===== config.mk =====
export PLATFORM = sky130hd
export DESIGN_NAME = ecc_err_monitor
export DESIGN_NICKNAME = d
export VERILOG_FILES = /design/src/rtl/ecc_err_monitor.sv
export SDC_FILE = /design/constraint.sdc
export NUM_CORES = 1
export LEC_CHECK = 0
export ABC_AREA = 0
export BUFFER_PORTS_ARGS = -buffer_cell sky130_fd_sc_hd__buf_4
export CAP_MARGIN = 20
export CELL_PAD_IN_SITES_DETAIL_PLACEMENT = 1
export CELL_PAD_IN_SITES_GLOBAL_PLACEMENT = 1
export CORE_MARGIN = 3
export CORE_UTILIZATION = 40
export CTS_CLUSTER_DIAMETER = 100
export DETAILED_ROUTE_END_ITERATION = 12
export HOLD_SLACK_MARGIN = 0.1
export PLACE_DENSITY_LB_ADDON = 0.12
export RECOVER_POWER = 100
export SYNTH_ARGS = -nofsm -noshare
export SYNTH_HDL_FRONTEND = slang
export SYNTH_SLANG_ARGS = --single-unit

===== constraint.sdc =====
create_clock -name clk_i -period 5.4 [get_ports clk_i]
set_input_delay 0.81 -clock clk_i [delete_from_list [all_inputs] [get_ports clk_i]]
set_output_delay 0.81 -clock clk_i [all_outputs]
set_load 0.01 [all_outputs]

===== src/rtl/ecc_err_monitor.sv =====
// Post-corrector ECC monitor: 2-entry skid buffer, poison tagging, saturating error counters, first-error capture.
// Optional feature macro ECC_MON_IRQ_EN adds thresh_i/irq_o and a sticky interrupt.
module ecc_err_monitor #(
    parameter int DW   = 32,
    parameter int SW   = 7,
    parameter int AW   = 16,
    parameter int CNTW = 16
) (
    input  logic            clk_i,
    input  logic            rst_i,
    input  logic            in_vld_i,
    output logic            in_rdy_o,
    input  logic [DW-1:0]   in_data_i,
    input  logic [AW-1:0]   in_addr_i,
    input  logic [SW-1:0]   in_syn_i,
    input  logic            in_sgl_i,
    input  logic            in_dbl_i,
    output logic            out_vld_o,
    input  logic            out_rdy_i,
    output logic [DW-1:0]   out_data_o,
    output logic [AW-1:0]   out_addr_o,
    output logic            out_psn_o,
    input  logic            clr_i,
    output logic [CNTW-1:0] sgl_cnt_o,
    output logic [CNTW-1:0] dbl_cnt_o,
    output logic            cap_vld_o,
    output logic [AW-1:0]   cap_addr_o,
    output logic [SW-1:0]   cap_syn_o,
    output logic            cap_dbl_o
`ifdef ECC_MON_IRQ_EN
    ,
    input  logic [CNTW-1:0] thresh_i,
    output logic            irq_o
`endif
);

    // Handshake: a word moves on a side when its valid and ready are both high at
    // the rising edge; valid holds its word until then. in_rdy_o is a pure register.
    typedef struct packed {
        logic [DW-1:0] data;
        logic [AW-1:0] addr;
        logic          psn;
    } word_t;

    localparam logic [CNTW-1:0] CNT_MAX = {CNTW{1'b1}};
    localparam logic [CNTW-1:0] CNT_ONE = {{(CNTW-1){1'b0}}, 1'b1};

    word_t main_q, main_d, skid_q, skid_d, in_word;
    logic  main_vld_q, main_vld_d, skid_vld_q, skid_vld_d;
    logic  accept, sgl_ev, dbl_ev, err_ev;

    logic [CNTW-1:0] sgl_cnt_q, sgl_cnt_d, dbl_cnt_q, dbl_cnt_d, sgl_base, dbl_base;
    logic            cap_vld_q, cap_vld_d, cap_dbl_q, cap_dbl_d;
    logic [AW-1:0]   cap_addr_q, cap_addr_d;
    logic [SW-1:0]   cap_syn_q, cap_syn_d;

    assign in_rdy_o = ~skid_vld_q;
    assign accept   = in_vld_i & ~skid_vld_q;
    assign sgl_ev   = accept & in_sgl_i & ~in_dbl_i;
    assign dbl_ev   = accept & in_dbl_i;
    assign err_ev   = sgl_ev | dbl_ev;
    assign in_word  = '{data: in_data_i, addr: in_addr_i, psn: in_dbl_i};

    // The skid reg only fills when main is stalled, so it is always the older-but-one word.
    always_comb begin
        main_d     = main_q;
        main_vld_d = main_vld_q;
        skid_d     = skid_q;
        skid_vld_d = skid_vld_q;
        if (!main_vld_q || out_rdy_i) begin
            if (skid_vld_q) begin
                main_d     = skid_q;
                main_vld_d = 1'b1;
                skid_vld_d = 1'b0;
            end else if (accept) begin
                main_d     = in_word;
                main_vld_d = 1'b1;
            end else begin
                main_vld_d = 1'b0;
            end
        end else if (accept) begin
            skid_d     = in_word;
            skid_vld_d = 1'b1;
        end
    end

    always_comb begin
        sgl_base   = clr_i ? '0 : sgl_cnt_q;
        dbl_base   = clr_i ? '0 : dbl_cnt_q;
        sgl_cnt_d  = sgl_base;
        dbl_cnt_d  = dbl_base;
        cap_vld_d  = clr_i ? 1'b0 : cap_vld_q;
        cap_dbl_d  = clr_i ? 1'b0 : cap_dbl_q;
        cap_addr_d = clr_i ? '0 : cap_addr_q;
        cap_syn_d  = clr_i ? '0 : cap_syn_q;
        if (sgl_ev && sgl_base != CNT_MAX) sgl_cnt_d = sgl_base + CNT_ONE;
        if (dbl_ev && dbl_base != CNT_MAX) dbl_cnt_d = dbl_base + CNT_ONE;
        // First error wins, except an uncorrectable word may replace a correctable one.
        if (err_ev && (!cap_vld_d || (!cap_dbl_d && dbl_ev))) begin
            cap_vld_d  = 1'b1;
            cap_dbl_d  = dbl_ev;
            cap_addr_d = in_addr_i;
            cap_syn_d  = in_syn_i;
        end
    end

    always_ff @(posedge clk_i or posedge rst_i) begin
        if (rst_i) begin
            main_q     <= '0;
            main_vld_q <= 1'b0;
            skid_q     <= '0;
            skid_vld_q <= 1'b0;
            sgl_cnt_q  <= '0;
            dbl_cnt_q  <= '0;
            cap_vld_q  <= 1'b0;
            cap_dbl_q  <= 1'b0;
            cap_addr_q <= '0;
            cap_syn_q  <= '0;
        end else begin
            main_q     <= main_d;
            main_vld_q <= main_vld_d;
            skid_q     <= skid_d;
            skid_vld_q <= skid_vld_d;
            sgl_cnt_q  <= sgl_cnt_d;
            dbl_cnt_q  <= dbl_cnt_d;
            cap_vld_q  <= cap_vld_d;
            cap_dbl_q  <= cap_dbl_d;
            cap_addr_q <= cap_addr_d;
            cap_syn_q  <= cap_syn_d;
        end
    end

    assign out_vld_o  = main_vld_q;
    assign out_data_o = main_q.data;
    assign out_addr_o = main_q.addr;
    assign out_psn_o  = main_q.psn;
    assign sgl_cnt_o  = sgl_cnt_q;
    assign dbl_cnt_o  = dbl_cnt_q;
    assign cap_vld_o  = cap_vld_q;
    assign cap_dbl_o  = cap_dbl_q;
    assign cap_addr_o = cap_addr_q;
    assign cap_syn_o  = cap_syn_q;

`ifdef ECC_MON_IRQ_EN
    logic irq_q, irq_d;

    // Threshold compares against the post-update count so the IRQ rises on the same edge.
    always_comb begin
        irq_d = clr_i ? 1'b0 : irq_q;
        if (dbl_ev) irq_d = 1'b1;
        if (thresh_i != '0 && sgl_cnt_d >= thresh_i) irq_d = 1'b1;
    end

    always_ff @(posedge clk_i or posedge rst_i) begin
        if (rst_i) irq_q <= 1'b0;
        else       irq_q <= irq_d;
    end

    assign irq_o = irq_q;
`endif

endmodule

### After elaboration in Yosys (flattened, before gate mapping)

Index checks and enable logic that the tools add are counted.

| cells by class | value |
|---|---|
| add/sub/neg operators | 2 |
| equal/unequal tests | 2 |
| muxes and demuxes | 18 |
| bitwise logic cells | 8 |
| reduce and logical (&&, ||, !) cells | 14 |

Operator list:

| cell | number |
|---|---|
| $mux W49 | 2 |
| $mux W16 | 6 |
| $add A16 B1 Y16 const B | 2 |
| $ne A16 B16 Y1 const B | 2 |
| $mux W7 | 2 |
| $mux W1 | 8 |
| $reduce_bool A2 Y1 | 3 |
| $and A1 B1 Y1 | 4 |
| $logic_and A1 B1 Y1 | 4 |
| $reduce_and A2 Y1 | 2 |
| $logic_not A1 Y1 | 3 |
| $not A1 Y1 | 3 |
| $logic_or A1 B1 Y1 | 2 |
| $or A1 B1 Y1 | 1 |

| word-level totals | value |
|---|---|
| register bits after elaboration | 157 |
| logic and storage cells | 58 |

### Logic depth before layout (Yosys ltp)

Gate-level depths: netlist of run 1.

| logic depth | value |
|---|---|
| depth after elaboration | 7 |
| gate-level depth with buffers | 7 |

### Worst setup path after synthesis of run 1

No wires, ideal clock.

| path | value |
|---|---|
| path type | in2reg |
| start | input port in_dbl_i |
| end | register sgl_cnt_q[9], in the netlist sgl_cnt_o[9] |
| arrival | 2.194 ns |
| required time | 5.275 ns |
| slack | 3.082 ns |
| stages | 5 |
| path buffers | 1 |
| cells stage by stage | nand4bb_2 > or4_1 > clkbuf_2 > a211oi_1 > mux2_2 |

| on the way | value |
|---|---|
| word-level cells in the longest chain between the ends | 4 |

Ends and longest elaborated chain:

| element | RTL line | RTL |
|---|---|---|
| from (decl) | 17 | `input logic in_dbl_i,` |
| $not A1 Y1 | 59 | `assign sgl_ev = accept & in_sgl_i & ~in_dbl_i;` |
| $and A1 B1 Y1 | 59 |  |
| $logic_and A1 B1 Y1 | 96 | `if (sgl_ev && sgl_base != CNT_MAX) sgl_cnt_d = sgl_base + CNT_ONE;` |
| $mux W16 | 96 |  |
| net sgl_cnt_d[9] | 52 | `logic [CNTW-1:0] sgl_cnt_q, sgl_cnt_d, dbl_cnt_q, dbl_cnt_d, sgl_base, dbl_base;` |
| to (signal assigned) | 124 | `sgl_cnt_q <= sgl_cnt_d;` |
| to (decl) | 52 |  |

The timed path passes the listed nets, and every way through them passes these cells.
A chain may end at the register's enable or synchronous reset.

### Final worst setup path of run 1

| path | value |
|---|---|
| start | register skid_vld_q |
| end | register cap_addr_q[4], in the netlist cap_addr_o[4] |

| on the way | value |
|---|---|
| word-level cells in the longest chain between the ends | 7 |

Ends and longest elaborated chain:

| element | RTL line | RTL |
|---|---|---|
| from (decl) | 49 | `logic main_vld_q, main_vld_d, skid_vld_q, skid_vld_d;` |
| from (signal assigned) | 123 | `skid_vld_q <= skid_vld_d;` |
| $not A1 Y1 (*) | 58 | `assign accept = in_vld_i & ~skid_vld_q;` |
| $and A1 B1 Y1 (*) | 58 |  |
| $and A1 B1 Y1 (on tied branches) | 59, 60 |  |
| $and A1 B1 Y1 / $logic_and A1 B1 Y1 (equally long branches) | 59, 99 |  |
| $or A1 B1 Y1 / $logic_or A1 B1 Y1 (equally long branches) | 61, 99 |  |
| $logic_and A1 B1 Y1 (*) | 99 | `if (err_ev && (!cap_vld_d \|\| (!cap_dbl_d && dbl_ev))) begin` |
| $mux W16 / $reduce_bool A2 Y1 (equally long branches) | - |  |
| to (signal assigned) | 128 | `cap_addr_q <= cap_addr_d;` |
| to (decl) | 54 | `logic [AW-1:0] cap_addr_q, cap_addr_d;` |

Mark *: on every way between the ends. The rest lies on a longest branch, timed or not.

==> results of run 1 <==
worst max-delay path, stage by stage, from the launching register on:
cell and delay [ns]:
dfrtp_4 1.09, nand3b_1 0.35, nor2_1 0.08, o21ai_0 0.70, clkbuf_1 0.87, mux2_2 0.43
metrics by stage:
stage | std cells | hold WS [ns]
2_1_floorplan | 601 | 0.480
3_3_place_gp | 958 | 0.489
3_5_place_dp | 958 | 0.499
4_1_cts | 990 | 0.512
5_1_grt | 992 | 0.515
6_report | 992 | 0.507
cell usage in the layout, fill, tap and decap left out, types with 10 or more instances in the layout:
cell type,count
nand4_1,10
nand3_1,10
nor2_1,71
nand2_1,10
a21oi_1,63
dfrtp_1,156
clkbuf_16,17
buf_4,62
nor2b_1,37
mux2_2,79
mux2i_1,49
clkbuf_1,115
power by group:
part	switching, mW	internal [mW]	leakage [nW]
Sequential	0.123	1.36	1.92
Clock	0.463	0.690	0.269
Combinational	0.261	0.236	1.45
Total	0.847	2.29	3.64
per-layer routing:
layer / global-route usage, % / up-vias / routed length, um
li1: - / 2427 / -
met1: 23.8 / 2656 / 7580
met2: 33.1 / 118 / 9390
met3: 6.11 / 17 / 985
met4: 5.04 / 0 / 253
met5: 0 / - / 0
layout make-up:
type | count | area [um2] | share of cell area [%]
clock buffers | 21 | 450 | 5.24
clock inverters | 11 | 119 | 1.38
inverters | 9 | 35.0 | 0.408
multi-input cells | 397 | 2860 | 33.2
flip-flops and latches | 157 | 3930 | 45.8
well taps | 220 | 275 | 3.20
repair buffers | 177 | 926 | 10.8
worst max path at each step:
stage,startpoint,depth (start not counted),slack [ns],to
2_1_floorplan,rst_i,1,0.36,cap_addr_o[0]
3_3_place_gp,clr_i,5,2.66,sgl_cnt_o[9]
3_5_place_dp,clr_i,6,2.60,cap_addr_o[4]
4_1_cts,skid_vld_q,4,2.60,dbl_cnt_o[13]
5_1_grt,skid_vld_q,5,1.42,cap_addr_o[4]
6_report,skid_vld_q,5,1.75,cap_addr_o[4]
flip-flops by register name, indices dropped and copies added (netlist names):
| name | flops |
|---|---|
| skid_vld_q | 1 |
| cap_syn_o | 7 |
| out_psn_o | 1 |
| out_vld_o | 1 |
| skid_q | 49 |
| cap_vld_o | 1 |
| out_addr_o | 16 |
| sgl_cnt_o | 16 |
| out_data_o | 32 |
| cap_addr_o | 16 |
| cap_dbl_o | 1 |
| dbl_cnt_o | 16 |
cells by family after synthesis:
| logic type | after synthesis | share of synthesized area [%] |
|---|---|---|
| DFF | 157 | 56.3 |
| buffers and inverters | 47 | 2.67 |
| and+or+nand+nor | 173 | 13.0 |
| muxes | 129 | 19.9 |
| AOI/OAI and AO/OA | 90 | 7.46 |
| xor gates and xnor gates | 5 | 0.628 |
==> results_dict.tcl, run 1 <==
set metrics [dict create \
    worst_pin_slew_ns 1.99 \
    insertion_delay_ns 0.41 \
    p_total_mw 3.13 \
    path_max_fanout 57 \
    r2r-start "skid_vld_q" \
    vias 5218 \
    ctsHoldBuffers 0 \
    fp.dieH_um 138 \
    clk_pin_slew_ns 0.06 \
    maxCapViolCount 2 \
    cts_tree "done" \
    post_drt_wl_per_cell_um 18.4 \
    fmax_mhz 274 \
    netlist.area_leader.share_pct 56.3 \
    cp-start-kind "flop" \
    post_cts_resized 0 \
    timing_hold_violations_final 0 \
    drc 0 \
    synth_top_area_cell "dfrtp_1" \
    diodes 0 \
    die_area_um2 19100 \
    rsz0062_at_grt "false" \
    drive_gt1_share_pct 23.1 \
    design_area_um2 8590 \
    drt_iter0_drc 129 \
    synth.area.top_cells "dfrtp_1 56%, mux2_2 13%, mux2i_1 7.0%, a21oi_1 4.5%, nor2_1 3.8%" \
    core_um2 16800 \
    placed_area_um2 8440 \
    num_rows 47 \
    ys_ff_latch 157 \
    yosysUniqueCellTypes 48 \
    p_leak_nw 3.64 \
    ff2ff_setup_slack_ns 1.75 \
    cts.sinks 157 \
    grt_pass1_vias 5669 \
    syn2layout_area_growth_pct 23.2 \
    tns_ns 0 \
    synthArstFlopShare_pct 100 \
    report.final.slew_viol_count 121 \
    worst_ep_required_time_ns 5.69 \
    setup-violations-final 0 \
    setup.worst_path.class "reg2reg" \
    netlist_area_um2 6980 \
    peakVddDrop_v 0.000225 \
    utilization_pct 51.1 \
    syn_nets 663 \
    violations "capacitance limit, slew limit" \
    wl_mm 18.2 \
    synth_ff_type "dfrtp_1" \
    postSynthAreaPerCell_um2 11.6 \
    fin_skew_ns 0.00479 \
    fin_crit_sh_pct 67.5 \
    ys_warn_count 0 \
    drtPass1Iterations 4 \
    hold_path_depth 1 \
    cts_setup_buffers 0 \
    grt_antenna_before_repair 0 \
    post-route-min-period_ns 3.65 \
    drtAntennaViolNets 0 \
    grt_pass1_wl_mm 30.0 \
    initial_utilization_pct 41.5 \
    endpoint_kind "flop" \
    place.gp.congestion 0.748 \
    r2r_end "cap_addr_o[4]" \
    slew_headroom_pct -33.0 \
    yosys-top-cells-count "157 x dfrtp_1, 80 x mux2_2, 71 x nor2_1, 63 x a21oi_1, 49 x mux2i_1" \
    cts_buffers 17 \
    grt-ovfl-total 0 \
    min_path_type "reg2reg" \
    status "finished with violations" \
    hold_start "skid_q[37]" \
    layout.nets 821 \
    synth_edf_count 0 \
    portBuffers 169 \
    synthCells 601 \
    synth_most_common_cell "dfrtp_1" \
    place_hpwl_mm 12.4 \
    cts_max_level 4 \
    r2r_cells 5 \
    cp.arrival_ns 3.94 \
    place_ws_ns 2.60 \
    n_fill_cell 1888 \
    io_pins 170 \
    p_per_area_nw_per_um2 365 \
    worst_slack_ns 1.75 \
    clk_path_buf_depth 2 \
    grt_max_degree 118 \
    synth_seq_area_share_pct 56.3 \
    vias_per_cell 5.26 \
    track_usage_pct 19.3 \
    hold_path_end "skid_q[37]" \
    die_w_um 138 \
    clockRootBuffer "clkbuf_16" \
]
Power figures use the tool's default switching activity.
==> run 2, diff against run 1 <==
Settings changed: ABC_AREA 0 to 1.
Clock period 5.4 ns to 3.5 ns, I/O delays scaled along.
==> results_dict.tcl, run 2 <==
set metrics [dict create \
    grt_pass1_vias 7023 \
    slew_headroom_pct -7.10 \
    fmax_mhz 373 \
    syn2layout_area_growth_pct 20.1 \
    p_sw_share_pct 29.9 \
    synth_ff_type "dfrtp_1" \
    setup-violations-final 0 \
    grt_max_degree 78 \
    drtPass1Iterations 6 \
    clk_pin_slew_ns 0.07 \
    worst_pin_slew_ns 1.60 \
    vias_per_cell 5.03 \
    status "finished with violations" \
    drc 0 \
    die_w_um 144 \
    yosys-top-cells-count "355 x nand2_1, 157 x dfrtp_1, 108 x nor2_1, 70 x inv_1, 62 x nand3_1" \
    rsz0062_at_grt "false" \
    utilization_pct 49.8 \
    vias 6746 \
    grt_antenna_before_repair 0 \
    tns_ns 0 \
    die_area_um2 20600 \
    path_max_fanout 67 \
    clockRootBuffer "clkbuf_16" \
    hold_path_depth 3 \
    postSynthAreaPerCell_um2 7.98 \
    layout_commonest_cell "nand2_1" \
    ctsHoldBuffers 0 \
    endpoint_kind "flop" \
    peakVddDrop_v 0.000361 \
    largest_register "skid_q" \
    p_sw_mw 1.44 \
    p_leak_nw 4.47 \
    netlist_area_um2 7580 \
    cp.arrival_ns 3.04 \
    synth_most_common_cell "nand2_1" \
    synth_seq_area_share_pct 51.8 \
    p_per_area_nw_per_um2 529 \
    synthCells 950 \
    min_path_type "in2reg" \
    synth_edf_count 0 \
    io_pins 170 \
    syn_nets 1012 \
    cts.sinks 157 \
    cp-start-kind "input port" \
    yosysUniqueCellTypes 33 \
    fp.dieH_um 144 \
    cts_max_level 4 \
    drt_iter0_drc 341 \
    insertion_delay_ns 0.42 \
    core_um2 18300 \
    r2r_cells 6 \
    post_drt_wl_per_cell_um 16.5 \
    layout.nets 1160 \
    post_cts_resized 0 \
    synth.area.top_cells "dfrtp_1 52%, nand2_1 18%, nor2_1 5.3%, nand3_1 4.1%, a31oi_1 4.0%" \
    p_comb_share_pct 15.4 \
    intPower_mw 3.38 \
    clk_path_buf_depth 2 \
    portBuffers 169 \
    wl_mm 22.2 \
    place.gp.congestion 0.835 \
    mostFrequentLayoutCells "357 x nand2_1, 156 x dfrtp_1, 110 x nor2_1, 108 x clkbuf_1, 69 x inv_1" \
    drtAntennaViolNets 0 \
    worst_ep_required_time_ns 3.85 \
    ys_ff_latch 157 \
    timing_hold_violations_final 0 \
    clock_power_share_pct 38.2 \
    post-route-min-period_ns 2.68 \
    ys_warn_count 0 \
    fin_skew_ns 0.00866 \
    cts_setup_buffers 0 \
    track_usage_pct 22.0 \
    pwr-share-seq_pct 46.4 \
    cts_buffers 17 \
    synth_top_area_cell "dfrtp_1" \
    violations "capacitance limit, slew limit" \
    num_rows 49 \
    n_fill_cell 2325 \
    drive_gt1_share_pct 11.6 \
    initial_utilization_pct 41.5 \
    largest_register_ffs 49 \
    synthArstFlopShare_pct 100 \
    grt-ovfl-total 0 \
    maxCapViolCount 1 \
    fin_crit_sh_pct 76.7 \
    cts_tree "done" \
    place_hpwl_mm 15.4 \
    diodes 0 \
    netlist.area_leader.share_pct 51.8 \
    grt_pass1_wl_mm 36.1 \
    report.final.slew_viol_count 34 \
    setup.worst_path.class "in2reg" \
]
[run 2: cell count changes after synthesis, moves of 32 or more]
cell	delta
o21ai_0	+32
nor2_1	+37
mux2_2	-80
nand2_1	+345
inv_1	+61
nor2b_1	-37
a21oi_1	-62
mux2i_1	-49
a31oi_1	+46
nand3_1	+52
[run 2: cell type report]
class	instances	area, um2	area share, %
Clock buffer	20	457	5.02
Clock inverter	12	129	1.42
Inverter	72	279	3.07
Multi-Input combinational cell	673	3080	33.8
Sequential cell	157	3930	43.2
Tap cell	229	287	3.15
Timing Repair Buffer	177	942	10.4
[run 2: critical path: stages]
cell and delay (ns):
buf_4 0.23, clkinv_4 0.46, nand3_1 0.51, nor2_8 0.07
nand2_1 0.16, nor2_1 0.07, nor2_1 0.74, nand2_1 0.13
nand2_1 0.10
[run 2: worst paths after layout]
kind	from	end	slack (ns)
min in group asynchronous	rst_i	out_addr_o[0]	0.49
worst max-delay path	clr_i	dbl_cnt_o[4]	0.82
max in group asynchronous	rst_i	sgl_cnt_o[1]	1.14
worst max register to register	skid_vld_q	out_data_o[0]	0.91
worst min register to register	skid_q[17]	skid_q[17]	0.47
worst min-delay path	in_data_i[14]	skid_q[31]	0.31
[run 2: per-layer routing]
layer / GRT usage [%] / up-vias / part of all wire, %
met2: 35.7 / 147 / 46
met1: 30.4 / 3265 / 47
met4: 6.10 / 0 / 1.9
met5: 0 / - / 0
met3: 4.19 / 28 / 5.2
li1: - / 3306 / -
[run 2: cell families (layout without fill, tap and decap cells)]
kind of cell / after synthesis / count (layout) / synth area share, %
AND/OR/NAND/NOR: 571 / 571 / 32.5
AO/OA/AOI/OAI: 89 / 89 / 7.05
buffers and inverters: 120 / 281 / 7.13
flip-flops: 157 / 157 / 51.8
XOR/XNOR: 13 / 13 / 1.50
[run 2: metrics by stage]
stage | setup WS (ns) | total power [mW] | std cells | instance area, um2 | hold slack (ns)
CTS | 1.26 | 4.99 | 1339 | 9560 | 0.274
finish | 0.817 | 4.82 | 1340 | 9100 | 0.309
global route | 0.555 | 5.07 | 1340 | 9100 | 0.307
floorplan | 0.988 | 2.70 | 950 | 7580 | 0.442
global placement | 0.964 | 3.11 | 1307 | 8970 | 0.453
detailed placement | 0.887 | 3.15 | 1307 | 8970 | 0.461
[run 2: power groups by stage]
| stage | registers [mW] | logic, mW | clock network, mW |
|---|---|---|---|
| 3_3_place_gp | 2.26 | 0.853 | 0 |
| 2_1_floorplan | 2.30 | 0.402 | 0 |
| 3_5_place_dp | 2.27 | 0.878 | 0 |
| 4_1_cts | 2.24 | 0.880 | 1.88 |
| 6_report | 2.23 | 0.743 | 1.84 |
| 5_1_grt | 2.27 | 0.848 | 1.96 |
==> run 3, diff against run 2 <==
Clock period 3.5 ns to 2.6 ns, I/O delays scaled along.
==> results_dict.tcl, run 3 (synthesis results as in run 2) <==
set metrics [dict create \
    place_hpwl_mm 15.5 \
    worst_pin_slew_ns 0.939 \
    cts_tree "done" \
    cts_buffers 17 \
    grt_pass1_vias 7063 \
    fmax_mhz 447 \
    timing_hold_violations_final 0 \
    cp-start-kind "input port" \
    initial_utilization_pct 41.5 \
    core_um2 18300 \
    placed_area_um2 9020 \
    peakVddDrop_v 0.000446 \
    regArea_um2 3930 \
    path_max_fanout 33 \
    min_path_type "in2reg" \
    p_per_area_nw_per_um2 721 \
    io_pins 170 \
    clk_pin_slew_ns 0.07 \
    grt_max_degree 67 \
    grt-ovfl-total 0 \
    largest_register_ffs 49 \
    rsz0062_at_grt "false" \
    vias_per_cell 5.05 \
    track_usage_pct 22.2 \
    drc 0 \
    vias 6811 \
    die_w_um 144 \
    portBuffers 169 \
    setup-violations-final 0 \
    multi_input_area_um2 3080 \
    insertion_delay_ns 0.42 \
    slew_headroom_pct 37.1 \
    drt_iter0_drc 267 \
    wl_mm 22.3 \
    maxCapViolCount 0 \
    die_area_um2 20600 \
    layout.nets 1168 \
    endpoint_kind "flop" \
    layout_commonest_cell "nand2_1" \
    cp.arrival_ns 2.54 \
    tns_ns 0 \
    drive_gt1_share_pct 12.3 \
    place.gp.congestion 0.823 \
    design_area_um2 9200 \
    p_leak_nw 4.52 \
    dp.cells 1314 \
    largest_register "skid_q" \
    grt_pass1_wl_mm 36.4 \
    clockRootBuffer "clkbuf_16" \
    status "complete, no violations" \
    num_rows 49 \
    fin_skew_ns 0.00806 \
    drtAntennaViolNets 0 \
    p_total_mw 6.63 \
    diodes 0 \
    clk_path_buf_depth 2 \
    fp.dieH_um 144 \
    cts.sinks 157 \
    cts_max_level 4 \
    fin_crit_sh_pct 86.0 \
    drtPass1Iterations 4 \
    worst_slack_ns 0.364 \
    syn2layout_area_growth_pct 21.4 \
    grt_antenna_before_repair 0 \
    report.final.slew_viol_count 0 \
    n_fill_cell 2317 \
    max_stage_delay_ns 0.51 \
    mostFrequentLayoutCells "355 x nand2_1, 157 x dfrtp_1, 111 x nor2_1, 109 x clkbuf_1, 69 x inv_1" \
    setup.worst_path.class "in2reg" \
    worst_ep_required_time_ns 2.91 \
    critPathSlowestCell "nor2_1" \
    place_ws_ns 0.373 \
    post_drt_wl_per_cell_um 16.6 \
    post-route-min-period_ns 2.24 \
    final_cells 1348 \
    crit_chain "buf_4 -> clkinv_4 -> nand3_1 -> nor2_1 -> nand2_4 -> nor2_1 -> nor2_2 -> clkbuf_1 -> nand2_1 -> nand2_1" \
]
[run 3: worst paths after layout]
kind	start	endpoint	slack, ns	cells after the start
worst max-delay path	clr_i	sgl_cnt_o[10]	0.36	10
worst min-delay path	in_data_i[20]	skid_q[37]	0.17	3
worst max register to register	skid_vld_q	out_addr_o[0]	0.38	5
worst min register to register	skid_q[47]	skid_q[47]	0.48	2
max in group asynchronous	rst_i	skid_q[41]	0.66	4
min in group asynchronous	rst_i	out_addr_o[1]	0.68	3
[run 3: per-stage QoR]
| step | utilization, % | hold slack, ns |
|---|---|---|
| final | 50.3 | 0.173 |
| after global routing | 50.3 | 0.167 |
| after CTS | 52.8 | 0.157 |
| after detailed placement | 49.4 | 0.457 |
| after global placement | 49.4 | 0.454 |
| after floorplan | - | 0.442 |
[run 3: timing repair]
item                      in CTS  in global routing
hold endpoints to repair      18                  0
resized for setup              0                  0
buffers inserted               0                  0
hold buffers                   1                  0
[run 3: metal layers]
metal  part of all wire, %  GRT usage, %
met1                    47          30.6
met2                    46          35.1
met3                   5.2          5.16
met4                   1.7          6.64
met5                     0             0
[run 3: cell type report]
| type | instances | area share [%] |
|---|---|---|
| Tap cell | 229 | 3.11 |
| Inverter | 72 | 3.03 |
| Timing Repair Buffer | 185 | 11.0 |
| Multi-Input combinational cell | 673 | 33.4 |
| Clock buffer | 18 | 4.77 |
| Sequential cell | 157 | 42.7 |
| Clock inverter | 14 | 1.93 |
[run 3: report_power, final]
part	switching, mW	leakage (nW)	internal, mW
clock	1.12	0.297	1.48
combinational	0.663	2.26	0.359
sequential	0.211	1.96	2.79
total	1.99	4.52	4.64
[run 3: worst max-delay path, delay by kind of cell]
family / cells / cell delay, ns
and+or+nand+nor: 7 / 1.42
buffers and inverters: 3 / 0.72
